## src/rtl/mem_port_arbiter.sv

```systemverilog
// mem_port_arbiter: shares the single ZBT memory_interface port between three
// pixel clients (0 = vga read-out, 1 = ntsc capture writer, 2 = lpf).
// Each client holds flag/wr/x/y/wdata stable until it receives a one-cycle done.
// Client 0 has fixed priority, clients 1/2 alternate round-robin, and a client
// 1/2 that has waited MAX_WAIT cycles overrides everyone. One transaction is in
// flight at a time; a watchdog aborts it if memory never answers.
//
// Ports
//   clock, reset          system clock, synchronous active-high reset
//   req_flag/wr[2:0]      per-client request and write enable
//   req_x/y/wdata         packed per-client fields, client i at [i*W +: W]
//   done[2:0]             one-cycle completion pulse to the granted client
//   rdata                 read data, valid while done is high (0 on abort)
//   grant[2:0]            one-hot owner of the port, 0 when idle
//   timeout_err           one-cycle pulse on watchdog abort
//   mem_flag/wr/x/y/wdata request towards memory_interface
//   mem_done, mem_rdata   completion pulse and read data from memory_interface
module mem_port_arbiter #(
  parameter int unsigned W_X      = 10,
  parameter int unsigned W_Y      = 9,
  parameter int unsigned W_D      = 36,
  parameter int unsigned MAX_WAIT = 64,
  parameter int unsigned TIMEOUT  = 255
) (
  input  logic             clock,
  input  logic             reset,
  input  logic [2:0]       req_flag,
  input  logic [2:0]       req_wr,
  input  logic [3*W_X-1:0] req_x,
  input  logic [3*W_Y-1:0] req_y,
  input  logic [3*W_D-1:0] req_wdata,
  output logic [2:0]       done,
  output logic [W_D-1:0]   rdata,
  output logic [2:0]       grant,
  output logic             timeout_err,
  output logic             mem_flag,
  output logic             mem_wr,
  output logic [W_X-1:0]   mem_x,
  output logic [W_Y-1:0]   mem_y,
  output logic [W_D-1:0]   mem_wdata,
  input  logic             mem_done,
  input  logic [W_D-1:0]   mem_rdata
);

  localparam int unsigned W_AGE = 8;
  localparam int unsigned W_WD  = 8;
  localparam logic [W_AGE-1:0] AGE_MAX = W_AGE'(MAX_WAIT);
  localparam logic [W_WD-1:0]  WD_MAX  = W_WD'(TIMEOUT);

  typedef enum logic [1:0] {IDLE, BUSY, RESPOND} state_t;

  state_t           state, state_nxt;
  logic [1:0]       rr_last, rr_last_nxt;
  logic [W_AGE-1:0] age_1, age_1_nxt, age_2, age_2_nxt;
  logic [W_WD-1:0]  wd, wd_nxt, wd_inc;

  logic [2:0]       done_nxt, grant_nxt;
  logic [W_D-1:0]   rdata_nxt, mem_wdata_nxt;
  logic             timeout_err_nxt, mem_flag_nxt, mem_wr_nxt;
  logic [W_X-1:0]   mem_x_nxt;
  logic [W_Y-1:0]   mem_y_nxt;

  logic [1:0]       win, rr_pick;
  logic             old_1, old_2, take;
  logic             win_wr;
  logic [W_X-1:0]   win_x;
  logic [W_Y-1:0]   win_y;
  logic [W_D-1:0]   win_d;

  // Winner selection: aged client 1/2 first, then client 0, then round-robin.
  // Age is gated by the live flag so a client that just dropped cannot win.
  always_comb begin
    rr_pick = (rr_last == 2'd1) ? 2'd2 : 2'd1;
    old_1   = req_flag[1] && (age_1 == AGE_MAX);
    old_2   = req_flag[2] && (age_2 == AGE_MAX);
    win     = 2'd0;
    if (old_1 && old_2)                  win = rr_pick;
    else if (old_1)                      win = 2'd1;
    else if (old_2)                      win = 2'd2;
    else if (req_flag[0])                win = 2'd0;
    else if (req_flag[1] && req_flag[2]) win = rr_pick;
    else if (req_flag[1])                win = 2'd1;
    else if (req_flag[2])                win = 2'd2;
  end

  assign take = (state == IDLE) && (|req_flag);

  // Only the winner's fields ever reach the memory side.
  always_comb begin
    win_wr = req_wr[0];
    win_x  = req_x[0 +: W_X];
    win_y  = req_y[0 +: W_Y];
    win_d  = req_wdata[0 +: W_D];
    case (win)
      2'd1: begin
        win_wr = req_wr[1];
        win_x  = req_x[W_X +: W_X];
        win_y  = req_y[W_Y +: W_Y];
        win_d  = req_wdata[W_D +: W_D];
      end
      2'd2: begin
        win_wr = req_wr[2];
        win_x  = req_x[2*W_X +: W_X];
        win_y  = req_y[2*W_Y +: W_Y];
        win_d  = req_wdata[2*W_D +: W_D];
      end
      default: ;
    endcase
  end

  // Aging: counts refused cycles, cleared by ownership, a fresh grant or a dropped flag.
  always_comb begin
    age_1_nxt = age_1;
    age_2_nxt = age_2;
    if (!req_flag[1] || grant[1] || (take && win == 2'd1)) age_1_nxt = '0;
    else if (age_1 < AGE_MAX)                              age_1_nxt = age_1 + W_AGE'(1);
    if (!req_flag[2] || grant[2] || (take && win == 2'd2)) age_2_nxt = '0;
    else if (age_2 < AGE_MAX)                              age_2_nxt = age_2 + W_AGE'(1);
  end

  // Next state and registered outputs.
  always_comb begin
    state_nxt       = state;
    rr_last_nxt     = rr_last;
    wd_nxt          = wd;
    wd_inc          = wd + W_WD'(1);
    done_nxt        = '0;
    timeout_err_nxt = 1'b0;
    rdata_nxt       = rdata;
    grant_nxt       = grant;
    mem_flag_nxt    = mem_flag;
    mem_wr_nxt      = mem_wr;
    mem_x_nxt       = mem_x;
    mem_y_nxt       = mem_y;
    mem_wdata_nxt   = mem_wdata;
    case (state)
      IDLE: begin
        if (take) begin
          state_nxt     = BUSY;
          wd_nxt        = '0;
          mem_flag_nxt  = 1'b1;
          grant_nxt     = 3'b001 << win;
          mem_wr_nxt    = win_wr;
          mem_x_nxt     = win_x;
          mem_y_nxt     = win_y;
          mem_wdata_nxt = win_d;
          if (win != 2'd0) rr_last_nxt = win;
        end
      end
      BUSY: begin
        // mem_done has precedence over an abort in the same cycle.
        if (mem_done) begin
          state_nxt    = RESPOND;
          rdata_nxt    = mem_rdata;
          done_nxt     = grant;
          mem_flag_nxt = 1'b0;
        end else if (wd_inc == WD_MAX) begin
          state_nxt       = RESPOND;
          wd_nxt          = wd_inc;
          rdata_nxt       = '0;
          done_nxt        = grant;
          timeout_err_nxt = 1'b1;
          mem_flag_nxt    = 1'b0;
        end else begin
          wd_nxt = wd_inc;
        end
      end
      RESPOND: begin
        // Flags are not sampled here, letting the client drop or replace its request.
        state_nxt = IDLE;
        grant_nxt = '0;
      end
      default: state_nxt = IDLE;
    endcase
  end

  // State and output registers.
  always_ff @(posedge clock) begin
    if (reset) begin
      state       <= IDLE;
      rr_last     <= '0;
      age_1       <= '0;
      age_2       <= '0;
      wd          <= '0;
      done        <= '0;
      rdata       <= '0;
      grant       <= '0;
      timeout_err <= 1'b0;
      mem_flag    <= 1'b0;
      mem_wr      <= 1'b0;
      mem_x       <= '0;
      mem_y       <= '0;
      mem_wdata   <= '0;
    end else begin
      state       <= state_nxt;
      rr_last     <= rr_last_nxt;
      age_1       <= age_1_nxt;
      age_2       <= age_2_nxt;
      wd          <= wd_nxt;
      done        <= done_nxt;
      rdata       <= rdata_nxt;
      grant       <= grant_nxt;
      timeout_err <= timeout_err_nxt;
      mem_flag    <= mem_flag_nxt;
      mem_wr      <= mem_wr_nxt;
      mem_x       <= mem_x_nxt;
      mem_y       <= mem_y_nxt;
      mem_wdata   <= mem_wdata_nxt;
    end
  end

endmodule

```

## config.mk

```make
export PLATFORM = sky130hd
export DESIGN_NAME = mem_port_arbiter
export DESIGN_NICKNAME = d
export VERILOG_FILES = /design/src/rtl/mem_port_arbiter.sv
export SDC_FILE = /design/constraint.sdc
export NUM_CORES = 1
export LEC_CHECK = 0
export ABC_AREA = 0
export CAP_MARGIN = 20
export CORE_MARGIN = 5
export CORE_UTILIZATION = 40
export CTS_BUF_LIST = sky130_fd_sc_hd__clkbuf_4 sky130_fd_sc_hd__clkbuf_8 sky130_fd_sc_hd__clkbuf_16
export CTS_CLUSTER_DIAMETER = 80
export DETAILED_ROUTE_END_ITERATION = 7
export PLACE_DENSITY = 0.81
export SLEW_MARGIN = 20
export SYNTH_ARGS = -nofsm -noshare
export SYNTH_HDL_FRONTEND = slang
export SYNTH_SLANG_ARGS = --single-unit
```

## constraint.sdc

```tcl
create_clock -name clock -period 3.4 [get_ports clock]
set_input_delay 0.51 -clock clock [delete_from_list [all_inputs] [get_ports clock]]
set_output_delay 0.51 -clock clock [all_outputs]
set_load 0.01 [all_outputs]
```

# After elaboration in Yosys (flattened, before gate mapping)
# Cells that the tools add are included.
# Widths: inputs -> output; s select.
[totals]
input_bits = 210
ff_bits = 128
[op_classes]
n_shift = 1
n_eq_ne = 11
n_mux = 30
n_lt_le_gt_ge = 2
n_reduce_logical = 30
bitwise = 1
n_addsub = 3
[ops]
columns = ["op", "n"]
rows = [
  ["$mux 36", 2],
  ["$pmux 36 s2", 1],
  ["$add 8x1->8 const B", 3],
  ["$mux 2", 11],
  ["$pmux 10 s2", 1],
  ["$pmux 9 s2", 1],
  ["$eq 8x7->1 const B", 2],
  ["$lt 8x7->1 const B", 2],
  ["$mux 8", 2],
  ["$pmux 8 s2", 1],
  ["$mux 3", 3],
  ["$reduce_and 3->1", 3],
  ["$eq 8x8->1 const B", 1],
  ["$reduce_and 2->1", 4],
  ["$reduce_bool 2->1", 4],
  ["$logic_and 1x1->1", 7],
  ["$eq 2x1->1 const B", 3],
  ["$pmux 3 s2", 1],
  ["$reduce_or 2->1", 3],
  ["$reduce_or 3->1", 2],
  ["$eq 2x2->1 const B", 2],
  ["$logic_or 1x1->1", 4],
  ["$mux 1", 4],
  ["$ne 2x2->1 const B", 2],
  ["other kinds (7)", 9],
]

# Longest topological paths before layout
# Gate-level depths: netlist of run 1.
[logic_depth]
depth_word = 11
ltp_mapped = 13
depth_no_buf = 11

# Worst setup path before layout of run 1
# No wires, ideal clock.
[synth_path]
kind = "register to register"
from = "register age_1[0]"
to = "register mem_wdata[20]"
required_time_ns = 3.335
n_path_buf = 2
arrival_time_ns = 2.301
setup_slack_ns = 1.034
setup_time_ns = 0.065
path_stages_with_launch = 13
synth_period_minus_slack_ns = 2.366
path_cell_list = "dfxtp_1 > inv_1 > ha_1 > nand4_1 > o2111ai_1 > a21o_1 > ha_1 > clkbuf_1 > clkbuf_1 > nor2_1 > a211oi_1 > a21oi_1 > nor2_1"
[synth_via]
elab_chain_len = 6
word_cells_on_any_way = 8
classes_between = "eq/ne (3); mux (3); reduce/logical (2)"
[synth_rtl]
columns = ["item", "line_no", "source"]
rows = [
  ["from (decl)", "54", "logic [W_AGE-1:0] age_1, age_1_nxt, age_2, age_2_nxt;"],
  ["from (signal assigned)", "197", "age_1 <= age_1_nxt;"],
  ["$eq 8x7->1 *", "74", "old_1 = req_flag[1] && (age_1 == AGE_MAX);"],
  ["$logic_and 1x1->1 *", "74", ""],
  ["$mux 2 or $logic_and 1x1->1 (tied branches)", "78, 77", ""],
  ["$mux 2 *", "77", "if (old_1 && old_2) win = rr_pick;"],
  ["$eq 2x2->1 or $eq 2x1->1 (tied branches)", "94", "case (win)"],
  ["$pmux 36 s2 *", "94", ""],
  ["to (signal assigned)", "208", "mem_wdata <= mem_wdata_nxt;"],
  ["to (decl)", "40", "output logic [W_D-1:0] mem_wdata,"],
]
# Every way passes the cells marked *; elsewhere a longest branch is shown, timed or not.
# A chain may end at the register's enable or synchronous reset.

# Final worst setup path of run 1
[layout_path]
from = "register age_2[2]"
to = "register mem_wdata[32]"
[layout_via]
elab_chain_len = 7
word_cells_on_any_way = 9
classes_between = "eq/ne (3); mux (4); reduce/logical (2)"
[layout_rtl]
columns = ["item", "line_no", "source"]
rows = [
  ["from (decl)", "54", ""],
  ["from (signal assigned)", "198", "age_2 <= age_2_nxt;"],
  ["$eq 8x7->1 *", "75", "old_2 = req_flag[2] && (age_2 == AGE_MAX);"],
  ["$logic_and 1x1->1 *", "75", ""],
  ["$mux 2", "79", "else if (old_2) win = 2'd2;"],
  ["$mux 2", "78", "else if (old_1) win = 2'd1;"],
  ["$mux 2 *", "77", ""],
  ["$eq 2x2->1 or $eq 2x1->1 (tied branches)", "94", ""],
  ["$pmux 36 s2 *", "94", ""],
]
# Marks and branches as above.

==> results.ini, run 1 <==
[place]
gp_congestion = 0.861
dp_hpwl_mm = 15.5
place_ws_ps = 390
port_buffers = 309

[logic_synthesis]
syn_inst = 710
synth_top_family_by_area = compound AO/OA/AOI/OAI gates
synth_edf_count = 0
synth_area_um2 = 6030
syn_avg_cell_area_um2 = 8.49
synth_area_leaders = dfxtp_1 (43%), nor2_1 (9.5%), a211oi_1 (7.3%)
synth-simple-area-share_pct = 14.7
synth_compound_area_share_pct = 33.8
ys_seq_area_share_pct = 42.5
synth_xor_area_share_pct = 1.16
synth_top_area_share_pct = 42.5
synthAdderAreaFrac_pct = 1.87
synth_ff_type = dfxtp_1
syn_nets = 929
ys_warn_count = 0
synth-seq-cells = 128
synth_cell_type_count = 45
yosys.area.top_type = dfxtp_1
ys_async_sr_fraction_pct = 0
synth_mux_area_share_pct = 0.166

[layout]
fin_util_pct = 67.3
syn_to_final_growth_pct = 63.4
fillers = 1189
nNetsFinal = 1213
final_cell_mix = clkdlybuf4s50_1 (308), nor2_1 (152), dfxtp_1 (128), a21oi_1 (74), a211oi_1 (59)
multi_input_area_um2 = 3140
seq_area_um2 = 2560
final_common_cell = clkdlybuf4s50_1
drive_gt1_share_pct = 7.35

[worst_setup_path]
worstPathArrival_ps = 2990
critical_path_required_ps = 3740
cp_slowest_cell = o2bb2ai_1
critPathKind = flip-flop to flip-flop
start_kind = flip-flop
crit_chain = nor4_1 -> nand4_1 -> o2bb2ai_1 -> ha_2 -> buf_12 -> a22oi_1 -> a211oi_1 -> a21oi_1 -> nor2_1
cp_num_buf_inv = 1
critPathLaunch = age_2[2]
cp_num_cells = 9
rr_worst_depth = 9
crit_path_max_incr_delay_ps = 470
crit_family = compound AO/OA/AOI/OAI gates
path_max_fanout = 56
crit_path_end_kind = flip-flop
crit-reg2reg-launch = age_2[2]

[power_and_ir_drop]
power_mw = 4.70
power.leakage_nw = 3.88
peakVddDrop_mv = 0.316
powerDensity_nw_per_um2 = 477

[drt]
avgRoutedWirePerCell_um = 17.8
dr.pass1.iters = 5
drc = 0
avgViaCountPerCell = 5.39
drt_wl_total_mm = 21.3
ant_nets = 0
drt_iter0_markers = 431
vias = 6434

[clock_network]
clkTransAtPathRegs_ps = 60
clkLatencyLatePin_ps = 420
cts_setup_buffers = 0
htreeDepth = 4
ctsRootBufferMaster = clkbuf_16
cts_resized = 0
cts_hold_buf = 0
cts_buffers = 17
clk_path_buf_depth = 2
cts_tree = yes
cts.sinks = 128

[sta]
finalSetupViolations = 0
maxSlewHeadroom_pct = 60.1
fmax_mhz = 378
setup-tns-final_ps = 0
worst_pin_slew_ps = 599
hold_viol_final = 0
clock_skew_ps = 9.83
fin_ws_ps = 754
fin_crit_sh_pct = 77.8
period_minus_slack_ps = 2650
rsz0062_at_grt = false
whs_ps = 462
drv_slew = 0

[global_route]
grt_use_total_pct = 23.4
grt_pass1_vias = 6331
grt_max_degree = 58
antenna_found_initial = 3
grt_pass1_wl_mm = 33.3
grt_overflow = 0

[floorplanning]
initial_core_util_pct = 41.2
die_w_um = 133
dieArea_um2 = 17600
rows = 44
fp.coreArea_um2 = 14600
die_y_um = 133
top_level_ports = 310

[job]
cap_violations = 0

[min_path]
min_path_type = flip-flop to flip-flop
hold_depth = 2
worstHoldStart = age_1[7]

[run_status]
status = completed

==> final timing paths <==
kind	end	slack, ps
max	mem_wdata[32]	750
min	age_1[7]	460
min reg2reg	age_1[7]	460
max reg2reg	mem_wdata[32]	750
==> routing by layer <==
metal | track usage (%) | vias up | wire [µm]
met5 | 0 | - | 0
met4 | 9.06 | 0 | 488
met3 | 10.7 | 29 | 2380
met2 | 38.4 | 279 | 10000
met1 | 26.7 | 2968 | 8350
li1 | - | 3158 | -
==> cells by family after synthesis <==
logic type,after synthesis
mux,1
simple gates,209
buf+inv,70
flops,128
xor+xnor,8
fa+ha+maj,9
compound gates,285
==> per-stage QoR <==
step | instances | instance area, µm²
after floorplan | 710 | 6030
after global placement | 1159 | 9230
after detailed placement | 1159 | 9230
after CTS | 1191 | 9840
after global routing | 1194 | 9850
final | 1194 | 9850
==> where the power goes <==
group	internal (mW)	total, mW	switching (mW)
Sequential	1.62	1.70	0.0788
Clock	1.17	1.90	0.728
Combinational	0.609	1.09	0.482
==> area by class of cell <==
class | instances | area share [%]
inverter | 12 | 0.457
multi-input combinational | 512 | 31.8
sequential | 128 | 26.0
clock buffer | 18 | 4.39
antenna | 3 | 0.0762
timing repair buffer | 323 | 33.0
tap | 184 | 2.34
clock inverter | 14 | 1.83
==> state kept, by name, summed over array words and instances, names as in the netlist <==
signal and cells:
age_1 8, age_2 8, done 3, grant 3, mem_flag 1, mem_wdata 36, mem_wr 1, mem_x 10
mem_y 9, rdata 36, rr_last 2, state 2, timeout_err 1, wd 8
==> synth_stat cells, types with 2 or more instances <==
library cell	n
o21a_1	2
nand4b_1	3
nand3b_1	2
a21o_1	39
nor3_1	4
dfxtp_1	128
or3_1	4
nand2_1	19
buf_2	6
a22o_2	16
inv_1	12
a21oi_1	74
xor2_1	4
a31oi_1	3
dlymetal6s2s_1	2
nand2b_1	2
nor4_1	2
nor2_1	152
clkbuf_1	41
ha_1	9
nor2b_1	5
xnor2_1	4
a211oi_1	59
a22oi_1	57
nand4_1	4
nand3_1	5
buf_6	5
o21ai_0	9
a22o_1	20
and2_1	2
clkbuf_8	2
==> worst reg2reg max path: cells and delay by family, from the launching register on <==
| family | cells | cell delay, ps |
|---|---|---|
| AOI/OAI and AO/OA | 4 | 1010 |
| and+or+nand+nor | 3 | 650 |
| DFF | 1 | 340 |
| adders and majority gates | 1 | 320 |
| buffers and inverters | 1 | 250 |
(Power assumes the default switching activity.)
==> run 2: changes to the inputs <==
--- a/config.mk
+++ b/config.mk
@@ -8,11 +8,11 @@
 export ABC_AREA = 0
 export CAP_MARGIN = 20
 export CORE_MARGIN = 5
-export CORE_UTILIZATION = 40
+export CORE_UTILIZATION = 36
 export CTS_BUF_LIST = sky130_fd_sc_hd__clkbuf_4 sky130_fd_sc_hd__clkbuf_8 sky130_fd_sc_hd__clkbuf_16
 export CTS_CLUSTER_DIAMETER = 80
 export DETAILED_ROUTE_END_ITERATION = 7
-export PLACE_DENSITY = 0.81
+export PLACE_DENSITY = 0.77
 export SLEW_MARGIN = 20
 export SYNTH_ARGS = -nofsm -noshare
 export SYNTH_HDL_FRONTEND = slang
==> constraint.sdc (replaced) <==
create_clock -name clock -period 2.35 [get_ports clock]
set_input_delay 0.3525 -clock clock [delete_from_list [all_inputs] [get_ports clock]]
set_output_delay 0.3525 -clock clock [all_outputs]
set_load 0.01 [all_outputs]
==> run 2 against run 1 <==
The flow now finishes with violations (negative setup slack). Hold slack got worse by 170 ps. Via count increased by 4.3%. Non-clock buffer count increased by 42. Clock power increased by 34%. Global-route usage down 2.8 points. Register-to-register slack lost 810 ps. Critical path type unchanged. Critical endpoint is now mem_wdata[23].
==> results.ini, run 2 (synthesized netlist as in run 1, its figures left out) <==
[layout]
fillers = 1338
final_common_cell = clkdlybuf4s50_1
final_cell_mix = clkdlybuf4s50_1 (308), dfxtp_1 (127), nor2_1 (120), a21oi_1 (74), a211oi_1 (45)
multi_input_area_um2 = 3450
fin_util_pct = 64.5
drive_gt1_share_pct = 17.3
reg.largest.list = mem_wdata: 36 flops, rdata: 36 flops, mem_x: 10 flops
nNetsFinal = 1255
syn_to_final_growth_pct = 76.9
seq_area_um2 = 2560

[min_path]
min_path_type = input port to flip-flop
hold_depth = 4

[floorplanning]
dieArea_um2 = 19400
die_w_um = 139
top_level_ports = 310
die_y_um = 139
initial_core_util_pct = 36.5
fp.coreArea_um2 = 16500
rows = 47

[worst_setup_path]
critPathKind = flip-flop to flip-flop
critical_path_required_ps = 2690
cp_num_cells = 9
crit_path_max_incr_delay_ps = 330
worstPathArrival_ps = 2750
crit_family = compound AO/OA/AOI/OAI gates
rr_worst_depth = 9
cp_slowest_cell = nor4_2
crit_chain = nor4_2 -> nand4_1 -> o2bb2ai_2 -> ha_2 -> buf_12 -> a22oi_1 -> a211oi_1 -> a21oi_1 -> nor2_1
cp_num_buf_inv = 1
start_kind = flip-flop
crit_path_end_kind = flip-flop
path_max_fanout = 52

[clock_network]
cts_buffers = 17
clkLatencyLatePin_ps = 410
cts.sinks = 128
ctsRootBufferMaster = clkbuf_16
cts_tree = yes
htreeDepth = 4
clkTransAtPathRegs_ps = 60
clk_path_buf_depth = 2

[global_route]
grt_max_degree = 53
grt_use_total_pct = 20.6
grt_pass1_vias = 6290
grt_overflow = 0
antenna_found_initial = 2
grt_pass1_wl_mm = 32.6

[power_and_ir_drop]
peakVddDrop_mv = 0.506
power_frac_comb_pct = 26.9
clkPwrFrac_pct = 37.2
swShare_pct = 28.7
power.leakage_nw = 4.17
power_switching_mw = 1.96
p_int_mw = 4.89
pwr-share-seq_pct = 35.9
powerDensity_nw_per_um2 = 643

[drt]
drt_wl_total_mm = 22.9
avgViaCountPerCell = 5.28
vias = 6711
drc = 0
avgRoutedWirePerCell_um = 18.0
ant_nets = 0
drt_iter0_markers = 251
dr.pass1.iters = 5

[sta]
whs_ps = 293
fin_ws_ps = -52.7
worst_pin_slew_ps = 461
clock_skew_ps = 9.53
drv_slew = 0
hold_viol_final = 0
period_minus_slack_ps = 2400
finalSetupViolations = 17
maxSlewHeadroom_pct = 69.2
setup-tns-final_ps = -221
rsz0062_at_grt = true
fin_crit_sh_pct = 102
fmax_mhz = 416

[job]
cap_violations = 0

[place]
dp_hpwl_mm = 15.5
port_buffers = 309
gp_congestion = 0.858

[run_status]
failed_checks = negative setup slack
status = complete, but fails checks

[run 2: cell types whose count changed in the layout (fill, tap and decap cells not counted), moves of 6 or more]
cell       previous run  this run
nor2_2                1        21
buf_4                 9        36
nor2_4                0        12
a211oi_2              1        15
clkbuf_16            17        23
a22oi_1              57        43
a22oi_2               0        14
a211oi_1             59        45
buf_6                 0         6
nor2_1              152       120
[run 2: timing repair]
item	4_1_cts	5_1_grt
setup buffers	4	3
endpoints found under the setup margin	56	64
hold buffers	0	0
cloned	0	7
pin swaps	2	6
gates resized for setup	5	81
[run 2: worst register-to-register path: stages (launching register included)]
cell       delay, ps
dfxtp_1          320
nor4_2           330
nand4_1          210
o2bb2ai_2        320
ha_2             270
buf_12           270
a22oi_1          190
a211oi_1         250
a21oi_1           80
nor2_1           100
[run 2: power groups by stage]
stage,Sequential [mW],Clock (mW),Combinational [mW]
2_1_floorplan,2.57,0,0.631
3_3_place_gp,2.50,0,1.61
3_5_place_dp,2.50,0,1.62
4_1_cts,2.46,2.61,1.64
5_1_grt,2.48,2.70,1.98
6_report,2.46,2.55,1.84
[run 2: cell type report]
cell class	count	area share [%]
antenna	2	0.0469
inverter	12	0.422
clock inverter	13	1.22
multi-input combinational	512	32.4
sequential	128	24.0
tap	220	2.58
clock buffer	19	4.13
timing repair buffer	365	35.2
[run 2: layer usage]
layer	share of wire, %	vias to the layer above	global-route usage, %	wire length, µm
li1	-	3241	-	-
met1	39	3159	23.7	9020
met2	49	273	34.7	11200
met3	9.2	38	8.44	2110
met4	2.5	0	7.36	561
met5	0	-	0	0
[run 2: final timing paths]
kind,startpoint,endpoint,slack [ps]
min,reset,done[2],290
max reg2reg,age_2[2],mem_wdata[23],-50
min reg2reg,age_2[7],age_2[7],460
max,age_2[2],mem_wdata[23],-50
[run 2: per-stage QoR]
| stage | setup slack [ps] | instances | cell area (µm²) | power [mW] |
|---|---|---|---|---|
| after floorplan | -15.8 | 710 | 6030 | 3.20 |
| after global placement | -222 | 1223 | 9510 | 4.11 |
| after detailed placement | -282 | 1223 | 9510 | 4.12 |
| after CTS | 6.63 | 1259 | 10100 | 6.71 |
| after global routing | -241 | 1271 | 10700 | 7.16 |
| final | -52.7 | 1271 | 10700 | 6.85 |
